File: config.mk
export PLATFORM = sky130hd
export DESIGN_NAME = rock_search_ctrl
export DESIGN_NICKNAME = d
export VERILOG_FILES = /design/src/rtl/rock_pkg.sv /design/src/rtl/rock_dwell_timer.sv /design/src/rtl/rock_search_ctrl.sv
export SDC_FILE = /design/constraint.sdc
export NUM_CORES = 1
export LEC_CHECK = 0
export BUFFER_PORTS_ARGS = -buffer_cell sky130_fd_sc_hd__buf_2
export CORE_MARGIN = 4
export CORE_UTILIZATION = 38
export DETAILED_ROUTE_END_ITERATION = 10
export SYNTH_ARGS = -nofsm -noshare
export SYNTH_HDL_FRONTEND = slang
export SYNTH_SLANG_ARGS = --single-unit
export TNS_END_PERCENT = 1
File: constraint.sdc
create_clock -name clk -period 3.4 [get_ports clk]
set_input_delay 0.34 -clock clk [delete_from_list [all_inputs] [get_ports clk]]
set_output_delay 0.34 -clock clk [all_outputs]
set_load 0.1 [all_outputs]
File: src/rtl/rock_pkg.sv
// Shared types for the rocking search controller: FSM state codes, search axis and
// direction, and the score-width helper.
package rock_pkg;

    typedef enum logic [2:0] {
        ST_IDLE   = 3'd0,
        ST_SETTLE = 3'd1,
        ST_EVAL   = 3'd2,
        ST_HOLD   = 3'd3,
        ST_RAMP   = 3'd4
    } state_t;

    typedef enum logic {
        AXIS_AMP  = 1'b0,
        AXIS_FREQ = 1'b1
    } axis_t;

    typedef enum logic {
        DIR_UP   = 1'b0,
        DIR_DOWN = 1'b1
    } dir_t;

    // One extra bit so cry + heart-rate can never overflow.
    function automatic int score_width(input int cry_w, input int hr_w);
        return ((cry_w > hr_w) ? cry_w : hr_w) + 1;
    endfunction

    function automatic dir_t flip_dir(input dir_t d);
        return (d == DIR_UP) ? DIR_DOWN : DIR_UP;
    endfunction

    function automatic axis_t toggle_axis(input axis_t a);
        return (a == AXIS_AMP) ? AXIS_FREQ : AXIS_AMP;
    endfunction

endpackage

File: src/rtl/rock_dwell_timer.sv
// Free-running dwell counter 0..DWELL_CYC-1 with a terminal flag on the last count.
// Shared by the settle dwell and the ramp-down pacing.
module rock_dwell_timer #(
    parameter int DWELL_CYC = 1000
) (
    input  logic clk_i,
    input  logic rst_ni,
    input  logic restart_i,
    output logic term_o
);

    localparam int CNT_W = $clog2(DWELL_CYC);
    localparam logic [CNT_W-1:0] LAST = CNT_W'(DWELL_CYC - 1);

    logic [CNT_W-1:0] cnt_q, cnt_d;

    always_comb begin
        cnt_d = cnt_q + CNT_W'(1);
        if (restart_i || (cnt_q == LAST)) begin
            cnt_d = '0;
        end
    end

    always_ff @(posedge clk_i or negedge rst_ni) begin
        if (!rst_ni) begin
            cnt_q <= '0;
        end else begin
            cnt_q <= cnt_d;
        end
    end

    // Not gated by restart so the controller's next-state logic can use it without a loop.
    assign term_o = (cnt_q == LAST);

endmodule

File: src/rtl/rock_search_ctrl.sv
// Hill-climbing rocking controller: holds each amplitude/frequency setting for a dwell,
// scores cry + heart-rate, keeps or steps the setting, then holds and ramps down when calm.
module rock_search_ctrl
    import rock_pkg::*;
#(
    parameter int AMP_W     = 3,
    parameter int FREQ_W    = 3,
    parameter int CRY_W     = 8,
    parameter int HR_W      = 8,
    parameter int DWELL_CYC = 1000,
    parameter int CALM_THR  = 16,
    parameter int QUIET_N   = 8
) (
    input  logic              clk,
    input  logic              reset,
    input  logic              enable,
    input  logic [CRY_W-1:0]  cry_level,
    input  logic              cry_valid,
    input  logic [HR_W-1:0]   hr_level,
    input  logic              hr_valid,
    output logic [AMP_W-1:0]  amp,
    output logic [FREQ_W-1:0] freq,
    output logic              set_upd,
    output logic              calm,
    output logic [2:0]        state_o
);

    localparam int SCORE_W = score_width(CRY_W, HR_W);
    localparam int QW      = $clog2(QUIET_N + 1);

    localparam logic [AMP_W-1:0]  AMP_MAX  = '1;
    localparam logic [FREQ_W-1:0] FREQ_MAX = '1;
    localparam logic [CRY_W-1:0]  CALM_LVL = CRY_W'(CALM_THR);
    localparam logic [QW-1:0]     QUIET_LAST = QW'(QUIET_N - 1);

    state_t               state_q, state_d;
    axis_t                axis_q, axis_d;
    dir_t                 dir_q, dir_d;
    logic [AMP_W-1:0]     amp_q, amp_d;
    logic [FREQ_W-1:0]    freq_q, freq_d;
    logic [SCORE_W-1:0]   best_q, best_d;
    logic [CRY_W-1:0]     cry_lat_q, cry_lat_d;
    logic [HR_W-1:0]      hr_lat_q, hr_lat_d;
    logic                 got_q, got_d;
    logic [QW-1:0]        quiet_q, quiet_d;
    logic                 set_upd_q, set_upd_d;

    logic [SCORE_W-1:0]   score;
    logic                 cry_hi;
    logic                 term;
    logic                 restart;
    logic                 dwell_start;
    axis_t                step_axis;
    dir_t                 step_dir;
    logic                 step_sat;

    // Returns {saturated, new value}; a saturated step leaves the value untouched.
    function automatic logic [AMP_W:0] step_amp(input logic [AMP_W-1:0] v, input dir_t d);
        if (d == DIR_UP) begin
            if (v == AMP_MAX) return {1'b1, v};
            return {1'b0, v + AMP_W'(1)};
        end
        if (v <= AMP_W'(1)) return {1'b1, v};
        return {1'b0, v - AMP_W'(1)};
    endfunction

    function automatic logic [FREQ_W:0] step_freq(input logic [FREQ_W-1:0] v, input dir_t d);
        if (d == DIR_UP) begin
            if (v == FREQ_MAX) return {1'b1, v};
            return {1'b0, v + FREQ_W'(1)};
        end
        if (v <= FREQ_W'(1)) return {1'b1, v};
        return {1'b0, v - FREQ_W'(1)};
    endfunction

    assign score  = SCORE_W'(cry_lat_q) + SCORE_W'(hr_lat_q);
    assign cry_hi = cry_valid && (cry_level > CALM_LVL);

    rock_dwell_timer #(
        .DWELL_CYC (DWELL_CYC)
    ) u_dwell (
        .clk_i     (clk),
        .rst_ni    (reset),
        .restart_i (restart),
        .term_o    (term)
    );

    always_comb begin
        state_d   = state_q;
        axis_d    = axis_q;
        dir_d     = dir_q;
        amp_d     = amp_q;
        freq_d    = freq_q;
        best_d    = best_q;
        quiet_d   = quiet_q;
        step_axis = axis_q;
        step_dir  = dir_q;
        step_sat  = 1'b0;

        case (state_q)
            ST_IDLE: begin
                amp_d  = '0;
                freq_d = '0;
                if (enable && cry_hi) begin
                    amp_d   = AMP_W'(1);
                    freq_d  = FREQ_W'(1);
                    axis_d  = AXIS_AMP;
                    dir_d   = DIR_UP;
                    best_d  = '1;
                    state_d = ST_SETTLE;
                end
            end
            ST_SETTLE: begin
                if (!enable) begin
                    state_d = ST_RAMP;
                end else if (term) begin
                    // Without a fresh sample the dwell simply repeats.
                    state_d = got_q ? ST_EVAL : ST_SETTLE;
                end
            end
            ST_EVAL: begin
                if (!enable) begin
                    state_d = ST_RAMP;
                end else if (cry_lat_q <= CALM_LVL) begin
                    state_d = ST_HOLD;
                end else begin
                    state_d = ST_SETTLE;
                    if (score < best_q) begin
                        best_d = score;
                    end else begin
                        step_axis = toggle_axis(axis_q);
                        step_dir  = flip_dir(dir_q);
                    end
                    axis_d = step_axis;
                    dir_d  = step_dir;
                    if (step_axis == AXIS_AMP) begin
                        {step_sat, amp_d} = step_amp(amp_q, step_dir);
                    end else begin
                        {step_sat, freq_d} = step_freq(freq_q, step_dir);
                    end
                    if (step_sat) begin
                        dir_d = flip_dir(step_dir);
                    end
                end
            end
            ST_HOLD: begin
                if (!enable) begin
                    state_d = ST_RAMP;
                end else if (cry_hi) begin
                    best_d  = '1;
                    state_d = ST_SETTLE;
                end else if (cry_valid) begin
                    if (quiet_q == QUIET_LAST) begin
                        state_d = ST_RAMP;
                    end else begin
                        quiet_d = quiet_q + QW'(1);
                    end
                end
            end
            ST_RAMP: begin
                if (cry_hi) begin
                    amp_d   = (amp_q == '0) ? AMP_W'(1) : amp_q;
                    freq_d  = (freq_q == '0) ? FREQ_W'(1) : freq_q;
                    best_d  = '1;
                    state_d = ST_SETTLE;
                end else if ((amp_q == '0) && (freq_q == '0)) begin
                    state_d = ST_IDLE;
                end else if (term) begin
                    amp_d  = (amp_q == '0) ? '0 : amp_q - AMP_W'(1);
                    freq_d = (freq_q == '0) ? '0 : freq_q - FREQ_W'(1);
                end
            end
            default: begin
                state_d = ST_IDLE;
            end
        endcase

        if (state_d != ST_HOLD) begin
            quiet_d = '0;
        end
    end

    // Timer runs only while settling or ramping and restarts on every state change.
    assign restart = (state_d != state_q) ||
                     !((state_q == ST_SETTLE) || (state_q == ST_RAMP));
    assign dwell_start = (state_d == ST_SETTLE) && ((state_q != ST_SETTLE) || term);

    always_comb begin
        cry_lat_d = cry_valid ? cry_level : cry_lat_q;
        hr_lat_d  = hr_valid ? hr_level : hr_lat_q;
        // A strobe on the dwell-start cycle counts toward the new dwell.
        got_d     = (got_q && !dwell_start) || cry_valid || hr_valid;
        set_upd_d = (amp_d != amp_q) || (freq_d != freq_q);
    end

    always_ff @(posedge clk or negedge reset) begin
        if (!reset) begin
            state_q   <= ST_IDLE;
            axis_q    <= AXIS_AMP;
            dir_q     <= DIR_UP;
            amp_q     <= '0;
            freq_q    <= '0;
            best_q    <= '1;
            cry_lat_q <= '0;
            hr_lat_q  <= '0;
            got_q     <= 1'b0;
            quiet_q   <= '0;
            set_upd_q <= 1'b0;
        end else begin
            state_q   <= state_d;
            axis_q    <= axis_d;
            dir_q     <= dir_d;
            amp_q     <= amp_d;
            freq_q    <= freq_d;
            best_q    <= best_d;
            cry_lat_q <= cry_lat_d;
            hr_lat_q  <= hr_lat_d;
            got_q     <= got_d;
            quiet_q   <= quiet_d;
            set_upd_q <= set_upd_d;
        end
    end

    assign amp     = amp_q;
    assign freq    = freq_q;
    assign set_upd = set_upd_q;
    assign calm    = (state_q == ST_HOLD);
    assign state_o = state_q;

endmodule

==> results.json, run 1 <==
{
  "drtPass1Iterations": 4,
  "fin_worst_skew_ns": 0.0120,
  "outcome": "complete, but fails checks",
  "min_period_ns": 3.87,
  "met3_usage_pct": 3.40,
  "setup_ws_ns": -0.473,
  "yosys.area.top_type_share_pct": 26.1,
  "finalSetupViolations": 17,
  "nNetsFinal": 572,
  "peakVddDrop_v": 0.000290,
  "cts_sinks": 52,
  "finalMaxSlewViolations": 0,
  "track_usage_pct": 17.6,
  "synth_edf_count": 0,
  "cts_buffer_depth": 2,
  "ctsHoldBuffers": 0,
  "final_area_mm2": 0.00485,
  "insertion_delay_ns": 0.32,
  "start_kind": "flip-flop",
  "drive_gt1_share_pct": 26.6,
  "hpwlAfterDp_um": 8260,
  "ys_seq_area_share_pct": 31.8,
  "h-tree-depth": 2,
  "fp.dieW_um": 112,
  "drcViolationCount": 0,
  "wl_um": 11000,
  "nFillCells": 1038,
  "cts_root_buf": "clkbuf_8",
  "syn-instance-count": 473,
  "synthTopCellsByArea": "dfrtp_1, ha_1, dfstp_2, mux2_2, nor2_1",
  "routed-via-count": 3730,
  "cts_tree": "done",
  "cp-end-kind": "flip-flop",
  "grt_max_degree": 39,
  "final_cell_mix": "nor2_1, dfrtp_1, nand2_1, buf_4, buf_2",
  "worst_slew_pin_slew_ns": 1.14,
  "gp_congestion": 0.869,
  "grt_pass1_wl_um": 18600,
  "hold_viol_final": 0,
  "die_h_um": 112,
  "synth-main-ff-cell": "dfrtp_1",
  "syn-num-nets": 523,
  "synth_warnings": 0,
  "area_growth_pct": 17.4,
  "wl_per_cell_um": 16.7,
  "ys_ff_latch": 52,
  "initial_utilization_pct": 39.5,
  "hp-class": "in2async",
  "antenna_found_initial": 0,
  "rsz0062_at_grt": "true",
  "io_pins": 32,
  "syn_area_mm2": 0.00413,
  "grt-busiest-layer": "met2",
  "cp.required_ns": 3.61,
  "arrival_ns": 4.08,
  "fin_crit_sh_pct": 114,
  "grt_pass1_vias": 3825,
  "ant_nets": 0,
  "violations": "negative setup slack",
  "placedCellCount": 647,
  "std_cell_rows": 37,
  "dpl_cell_area_mm2": 0.00462,
  "p_leak_nw": 2.10,
  "vias_per_cell": 5.66,
  "gr-usage-met1_pct": 23.8,
  "numPortBuffers": 31,
  "cts_buffers": 5,
  "yosysTopAreaCell": "dfrtp_1",
  "core-area_mm2": 0.0105,
  "clk_pin_slew_ns": 0.11,
  "yosysUniqueCellTypes": 76,
  "max_freq_mhz": 258,
  "relSlewSlack_pct": 24.0,
  "grt_util_met2_pct": 29.3,
  "final_common_cell": "nor2_1",
  "die_area_mm2": 0.0126,
  "crit_type": "reg2reg",
  "overflow": 0,
  "powerDensity_mw_per_mm2": 571,
  "worst-path-max-fanout": 10,
  "drv_cap": 0,
  "drtIter0Drc": 170,
  "syn_area_per_cell_um2": 8.73,
  "ys_async_sr_fraction_pct": 100,
  "diodes": 0,
  "final_cells": 659
}
path summary, 6_finish.rpt:
path                         startpoint     endpoint  slack (ns)  cells after the start
max                        cry_lat_q[0]      freq[0]       -0.47                     19
min                               reset   quiet_q[2]        0.13                      1
max reg2reg                cry_lat_q[0]      freq[0]       -0.47                     19
min reg2reg                   best_q[0]    best_q[0]        0.47                      2
max in group asynchronous         reset   state_o[0]        2.55                      2
min in group clk            hr_level[2]  hr_lat_q[2]        0.25                      2
per-layer routing:
layer	part of all wire (%)	vias up	routed length [um]
met1	48	1826	5270
met4	0.94	0	104
li1	-	1823	-
met2	47	72	5200
met3	4.0	9	438
met5	0	-	0
registers in the layout, summed over array words and instances (netlist names), 3 cells and up:
| name | count |
|---|---|
| u_dwell.cnt_q | 10 |
| freq | 3 |
| best_q | 9 |
| hr_lat_q | 8 |
| amp | 3 |
| cry_lat_q | 8 |
| quiet_q | 4 |
| state_o | 3 |
worst max-delay path: stages, from the launching register on:
cell       delay [ns]
dfrtp_1          0.40
ha_2             0.20
fa_2             0.35
a21oi_2          0.15
nor2_1           0.06
nor2_2           0.09
o21bai_1         0.08
a21oi_2          0.17
o21bai_1         0.10
a21o_1           0.20
ha_4             0.27
nand4_1          0.09
a21oi_2          0.18
a211oi_4         0.10
buf_4            0.16
clkbuf_16        0.15
or3_1            0.35
a22oi_2          0.25
a31oi_2          0.14
o22a_1           0.26
stage by stage:
| step | hold WS, ns | util, % | power, W | setup TNS, ns | setup WS [ns] |
|---|---|---|---|---|---|
| 2_1_floorplan | 0.0444 | - | 0.00189 | -1.80 | -0.138 |
| 3_3_place_gp | 0.448 | 44.2 | 0.00227 | -2.60 | -0.325 |
| 3_5_place_dp | 0.452 | 44.2 | 0.00229 | -3.89 | -0.401 |
| 4_1_cts | 0.172 | 45.3 | 0.00273 | -3.38 | -0.341 |
| 5_1_grt | 0.210 | 46.3 | 0.00297 | -8.59 | -0.706 |
| 6_report | 0.130 | 46.3 | 0.00277 | -4.05 | -0.473 |
Yosys cell counts, types with 3 or more instances:
cell type and instances:
and3_1 3, o21bai_1 4, clkbuf_1 15, nand2b_1 7
nor3_1 18, o31a_1 3, mux4_2 3, mux2_2 17
a22oi_1 3, nand3_1 9, a21o_1 4, ha_1 28
a2bb2oi_1 4, inv_1 27, o21ai_0 15, or3_1 8
nand4_1 8, nand2_1 41, o21ai_1 4, mux2i_1 8
xor2_1 8, o31ai_1 6, dfrtp_1 43, dfstp_2 9
a31oi_1 6, buf_2 5, a21oi_1 36, nor2_1 49
nor4_1 4, and2_1 4, xnor2_1 12
power breakdown:
group	switching [W]	total [W]	leakage [nW]	internal, W
clock network	0.000254	0.000410	0.0511	0.000157
registers	0.0000775	0.000769	0.645	0.000692
logic	0.00103	0.00159	1.40	0.000561
what timing repair did:
action / 4_1_cts / 5_1_grt
gates resized for setup: 5 / 13
setup buffers: 0 / 3
pin swaps: 5 / 11
cloned: 0 / 1
endpoints found under the setup margin: 17 / 18
kinds of logic after synthesis:
family / share of synthesized area [%]
AOI/OAI and AO/OA: 22.3
xor gates and xnor gates: 4.24
adders and majority gates: 8.97
buffers and inverters: 5.33
DFF: 31.8
muxes: 8.21
and+or+nand+nor: 19.1
layout make-up:
class	count	area, um^2	share of cell area (%)
clock buffer	5	68.8	1.42
clock inverter	3	28.8	0.594
inverter	28	105	2.17
multi-input combinational	369	2710	56.0
sequential	52	1310	27.1
tap	136	170	3.51
timing repair buffer	66	448	9.24
No activity file was read; power rests on OpenSTA's default activity.
==> inputs of run 2 (changes only) <==
- REMOVE_ABC_BUFFERS: default -> 1
==> results.json, run 2 (synthesis results as in run 1) <==
{
  "outcome": "complete, but fails checks",
  "violations": "negative setup slack",
  "arrival_ns": 4.32,
  "cp-end-kind": "flip-flop",
  "h-tree-depth": 2,
  "cp.required_ns": 3.67,
  "start_kind": "flip-flop",
  "max_freq_mhz": 247,
  "setup_ws_ns": -0.651,
  "area_growth_pct": 24.9,
  "vias_per_cell": 5.72,
  "cts_sinks": 52,
  "ant_nets": 0,
  "wl_um": 11500,
  "final_cell_mix": "nor2_1, buf_4, dfrtp_1, nand2_1, buf_2",
  "wl_per_cell_um": 17.0,
  "antenna_found_initial": 0,
  "initial_utilization_pct": 39.5,
  "track_usage_pct": 18.2,
  "cts_buffers": 5,
  "die_area_mm2": 0.0126,
  "peakVddDrop_v": 0.000338,
  "cts_buffer_depth": 2,
  "core-area_mm2": 0.0105,
  "dpl_cell_area_mm2": 0.00458,
  "relSlewSlack_pct": 27.2,
  "drcViolationCount": 0,
  "diodes": 0,
  "die_h_um": 112,
  "worst_slew_pin_slew_ns": 1.09,
  "cts_tree": "done",
  "drive_gt1_share_pct": 30.1,
  "finalSetupViolations": 18,
  "grt_max_degree": 36,
  "drv_cap": 0,
  "hpwlAfterDp_um": 8020,
  "fp.dieW_um": 112,
  "grt_pass1_vias": 3824,
  "hold_viol_final": 0,
  "fin_crit_sh_pct": 119,
  "std_cell_rows": 37,
  "drtIter0Drc": 198,
  "hp-class": "in2async",
  "final_area_mm2": 0.00516,
  "whs_ns": 0.0915,
  "largest_registers": "u_dwell.cnt_q x10, best_q x9",
  "gp_congestion": 0.866,
  "min_period_ns": 4.05,
  "numPortBuffers": 31,
  "nNetsFinal": 591,
  "crit_type": "reg2reg",
  "grt_pass1_wl_um": 19100,
  "largest_register_ffs": 10,
  "finalMaxSlewViolations": 0,
  "regMostFlops": "u_dwell.cnt_q",
  "clk_pin_slew_ns": 0.11,
  "final_common_cell": "nor2_1",
  "overflow": 0,
  "powerDensity_mw_per_mm2": 554,
  "io_pins": 32,
  "cts_root_buf": "clkbuf_8",
  "rsz0062_at_grt": "true",
  "insertion_delay_ns": 0.32,
  "routed-via-count": 3875,
  "drtPass1Iterations": 5,
  "worst-path-max-fanout": 5,
  "fin_worst_skew_ns": 0.00832,
  "p_leak_nw": 2.25
}
run 2: metrics by stage:
| stage | total power, W | instances | setup WS, ns | setup TNS, ns | utilization [%] |
|---|---|---|---|---|---|
| global placement | 0.00224 | 646 | -0.500 | -5.80 | 43.8 |
| finish | 0.00286 | 678 | -0.651 | -7.55 | 49.3 |
| global route | 0.00306 | 678 | -0.849 | -11.14 | 49.3 |
| detailed placement | 0.00225 | 646 | -0.625 | -7.97 | 43.8 |
| CTS | 0.00278 | 677 | -0.582 | -7.52 | 48.0 |
| floorplan | 0.00186 | 449 | -0.695 | -7.40 | - |
run 2: worst max-delay path, stage by stage, from the launching register on:
cell and delay, ns:
dfrtp_1 0.44, ha_1 0.30, a21o_1 0.19, a21oi_2 0.17, o21bai_1 0.10, a21oi_2 0.17, o21ai_0 0.13, xor2_1 0.21
ha_1 0.28, o21ai_0 0.32, nor2_2 0.12, a211oi_4 0.22, buf_6 0.15, buf_6 0.11, bufbuf_16 0.26, mux4_2 0.33
nor3_1 0.29, nor4_2 0.09, nand4_1 0.09
run 2: what timing repair did:
item	in CTS	in global routing
hold buffers	0	0
gates resized for setup	23	25
pin swaps	24	24
endpoints found under the setup margin	17	18
buffers inserted	20	1
gates cloned	3	0
run 2: worst paths after layout:
kind	from	end	slack, ns	depth (start not counted)
max reg2reg	cry_lat_q[1]	set_upd	-0.65	18
min	reset	hr_lat_q[2]	0.09	1
min reg2reg	best_q[0]	best_q[0]	0.47	2
min in group clk	hr_level[1]	hr_lat_q[1]	0.24	2
max in group asynchronous	reset	quiet_q[3]	2.57	2
max	cry_lat_q[1]	set_upd	-0.65	18
run 2: final cells by class:
class	instances	area, um^2
clock buffer	5	68.8
clock inverter	3	28.8
fill	1025	5310
inverter	28	105
multi-input combinational	369	2800
sequential	52	1310
tap	136	170
timing repair buffer	85	669
run 2: per-layer routing:
metal	global-route usage [%]	part of all wire, %	vias up	wire length [um]
li1	-	-	1866	-
met1	24.9	46	1875	5310
met2	29.6	47	111	5440
met3	3.18	4.9	23	564
met4	5.05	1.9	0	215
met5	0	0	-	0
run 2: where the power goes:
part | internal (W) | total [W] | switching (W)
Sequential | 0.000692 | 0.000780 | 0.0000881
Clock | 0.000156 | 0.000406 | 0.000249
Combinational | 0.000626 | 0.00167 | 0.00105
==> inputs of run 3 (changes only) <==
- PLACE_DENSITY_LB_ADDON: default -> 0.3
==> results.json, run 3 (synthesis results as in run 1) <==
{
  "wl_um": 11100,
  "pwr-share-comb_pct": 56.1,
  "max_freq_mhz": 259,
  "power_frac_clock_pct": 16.5,
  "final_cells": 663,
  "p_sw_w": 0.00136,
  "p_leak_nw": 2.14,
  "rsz0062_at_grt": "true",
  "drive_gt1_share_pct": 28.3,
  "drtPass1Iterations": 5,
  "drcViolationCount": 0,
  "hp-class": "in2async",
  "fp.dieW_um": 112,
  "die_h_um": 112,
  "fin_worst_skew_ns": 0.00931,
  "peakVddDrop_v": 0.000395,
  "internal_power_w": 0.00148,
  "grt_pass1_wl_um": 18800,
  "antenna_found_initial": 0,
  "ant_nets": 0,
  "cp.required_ns": 3.66,
  "largest_register_ffs": 10,
  "area_growth_pct": 20.1,
  "numPortBuffers": 31,
  "min_period_ns": 3.87,
  "io_pins": 32,
  "arrival_ns": 4.12,
  "cp-end-kind": "flip-flop",
  "outcome": "complete, but fails checks",
  "crit_type": "reg2reg",
  "largest_registers": "u_dwell.cnt_q x10, best_q x9",
  "nNetsFinal": 576,
  "finalSetupViolations": 18,
  "relSlewSlack_pct": 38.9,
  "setup_ws_ns": -0.467,
  "r2r_cells": 20,
  "slowest_delay_ns": 0.41,
  "vias_per_cell": 5.73,
  "routed-via-count": 3798,
  "cp-endpoint": "set_upd",
  "core-area_mm2": 0.0105,
  "r2r_start": "cry_lat_q[0]",
  "cts_root_buf": "clkbuf_8",
  "grt_pass1_vias": 3686,
  "violations": "negative setup slack",
  "hpwlAfterDp_um": 8080,
  "gp_congestion": 0.908,
  "regToRegSetupSlack_ns": -0.47,
  "cp_slowest_cell": "dfrtp_1",
  "worst-path-max-fanout": 5,
  "worst-path-stages": 20,
  "fin_crit_sh_pct": 114,
  "ctsHoldBuffers": 0,
  "cts_tree": "done",
  "initial_utilization_pct": 39.5,
  "die_area_mm2": 0.0126,
  "final_core_util_pct": 47.4,
  "diodes": 0,
  "cts_buffer_depth": 2,
  "regMostFlops": "u_dwell.cnt_q",
  "overflow": 0,
  "cpMostUsedCell": "a21oi_2",
  "critPathTopFamily": "compound AO/OA/AOI/OAI gates",
  "wl_per_cell_um": 16.8,
  "start_kind": "flip-flop",
  "final_cell_mix": "nor2_1, dfrtp_1, nand2_1, buf_4",
  "drv_cap": 0,
  "h-tree-depth": 2,
  "path_buf_inv": 2,
  "track_usage_pct": 17.7,
  "powerDensity_mw_per_mm2": 573,
  "cts_sinks": 52,
  "hold_viol_final": 0,
  "seq_power_share_pct": 27.4,
  "std_cell_rows": 37,
  "placedCellCount": 650,
  "finalMaxSlewViolations": 0,
  "final_common_cell": "nor2_1",
  "swShare_pct": 48.0,
  "cts_buffers": 5,
  "rr_endpoint": "set_upd",
  "worst_slew_pin_slew_ns": 0.917,
  "drtIter0Drc": 187,
  "insertion_delay_ns": 0.32,
  "critPathLaunch": "cry_lat_q[0]",
  "place_ws_ns": -0.676,
  "clk_pin_slew_ns": 0.11,
  "grt_max_degree": 37,
  "crit_chain": "ha_2 > fa_2 > a21oi_2 > nor2_1 > nor2_1 > o21bai_1 > a21oi_2 > o21bai_2 > a21o_1 > ha_4 > nand4_1 > a21oi_2 > a211oi_4 > buf_4 > buf_8 > nor3_4 > a311oi_2 > o32a_1 > a41o_1 > nand4_1"
}
## run 3: final cells by class
class / count / area (um^2)
inverters: 28 / 105
multi-input cells: 369 / 2750
clock buffers: 5 / 68.8
flip-flops and latches: 52 / 1310
clock inverters: 3 / 50.0
well taps: 136 / 170
repair buffers: 70 / 507
fillers: 1032 / 5500
## run 3: power by group through the flow
stage | sequential [W] | combinational [W] | clock (W)
floorplan | 0.00103 | 0.000824 | 0
global placement | 0.000788 | 0.00146 | 0
detailed placement | 0.000790 | 0.00149 | 0
CTS | 0.000777 | 0.00155 | 0.000478
global route | 0.000796 | 0.00174 | 0.000503
finish | 0.000780 | 0.00160 | 0.000468
## run 3: how the worst min path moves through the flow
stage / startpoint / end / slack (ns) / depth (start not counted)
after floorplan: reset / amp[0] / 0.04 / 0
after global placement: best_q[0] / best_q[0] / 0.45 / 2
after detailed placement: best_q[0] / best_q[0] / 0.47 / 2
after CTS: reset / cry_lat_q[4] / 0.14 / 1
after global routing: reset / cry_lat_q[4] / 0.16 / 1
final: reset / amp[2] / 0.11 / 1
## run 3: stage by stage
step / setup TNS, ns / instance area [um^2] / hold slack [ns] / power [W]
5_1_grt: -9.49 / 4960 / 0.157 / 0.00303
3_3_place_gp: -5.30 / 4610 / 0.450 / 0.00225
4_1_cts: -6.66 / 4900 / 0.138 / 0.00280
3_5_place_dp: -7.44 / 4610 / 0.468 / 0.00228
6_report: -5.59 / 4960 / 0.109 / 0.00284
2_1_floorplan: -7.40 / 4020 / 0.0444 / 0.00186
## run 3: routing by layer
layer / vias to the layer above / share of wire (%) / GRT usage (%)
li1: 1831 / - / -
met1: 1865 / 48 / 25.3
met2: 95 / 47 / 29.0
met3: 7 / 3.9 / 2.21
met4: 0 / 0.70 / 2.96
met5: - / 0 / 0
## run 3: repair_timing
action                                 in CTS  in global routing
endpoints found under the hold margin       0                  0
setup endpoints to repair                  18                 18
pin swaps                                  25                 21
buffers inserted                            4                  0
cloned                                      2                  0
resized for setup                          23                 18
## run 3: worst register-to-register path, cell delays in order (launching register included)
cell      delay (ns)
dfrtp_1         0.41
ha_2            0.20
fa_2            0.35
a21oi_2         0.12
nor2_1          0.05
nor2_1          0.13
o21bai_1        0.10
a21oi_2         0.19
o21bai_2        0.09
a21o_1          0.21
ha_4            0.27
nand4_1         0.09
a21oi_2         0.21
a211oi_4        0.11
buf_4           0.19
buf_8           0.13
nor3_4          0.16
a311oi_2        0.07
o32a_1          0.40
a41o_1          0.24
nand4_1         0.08
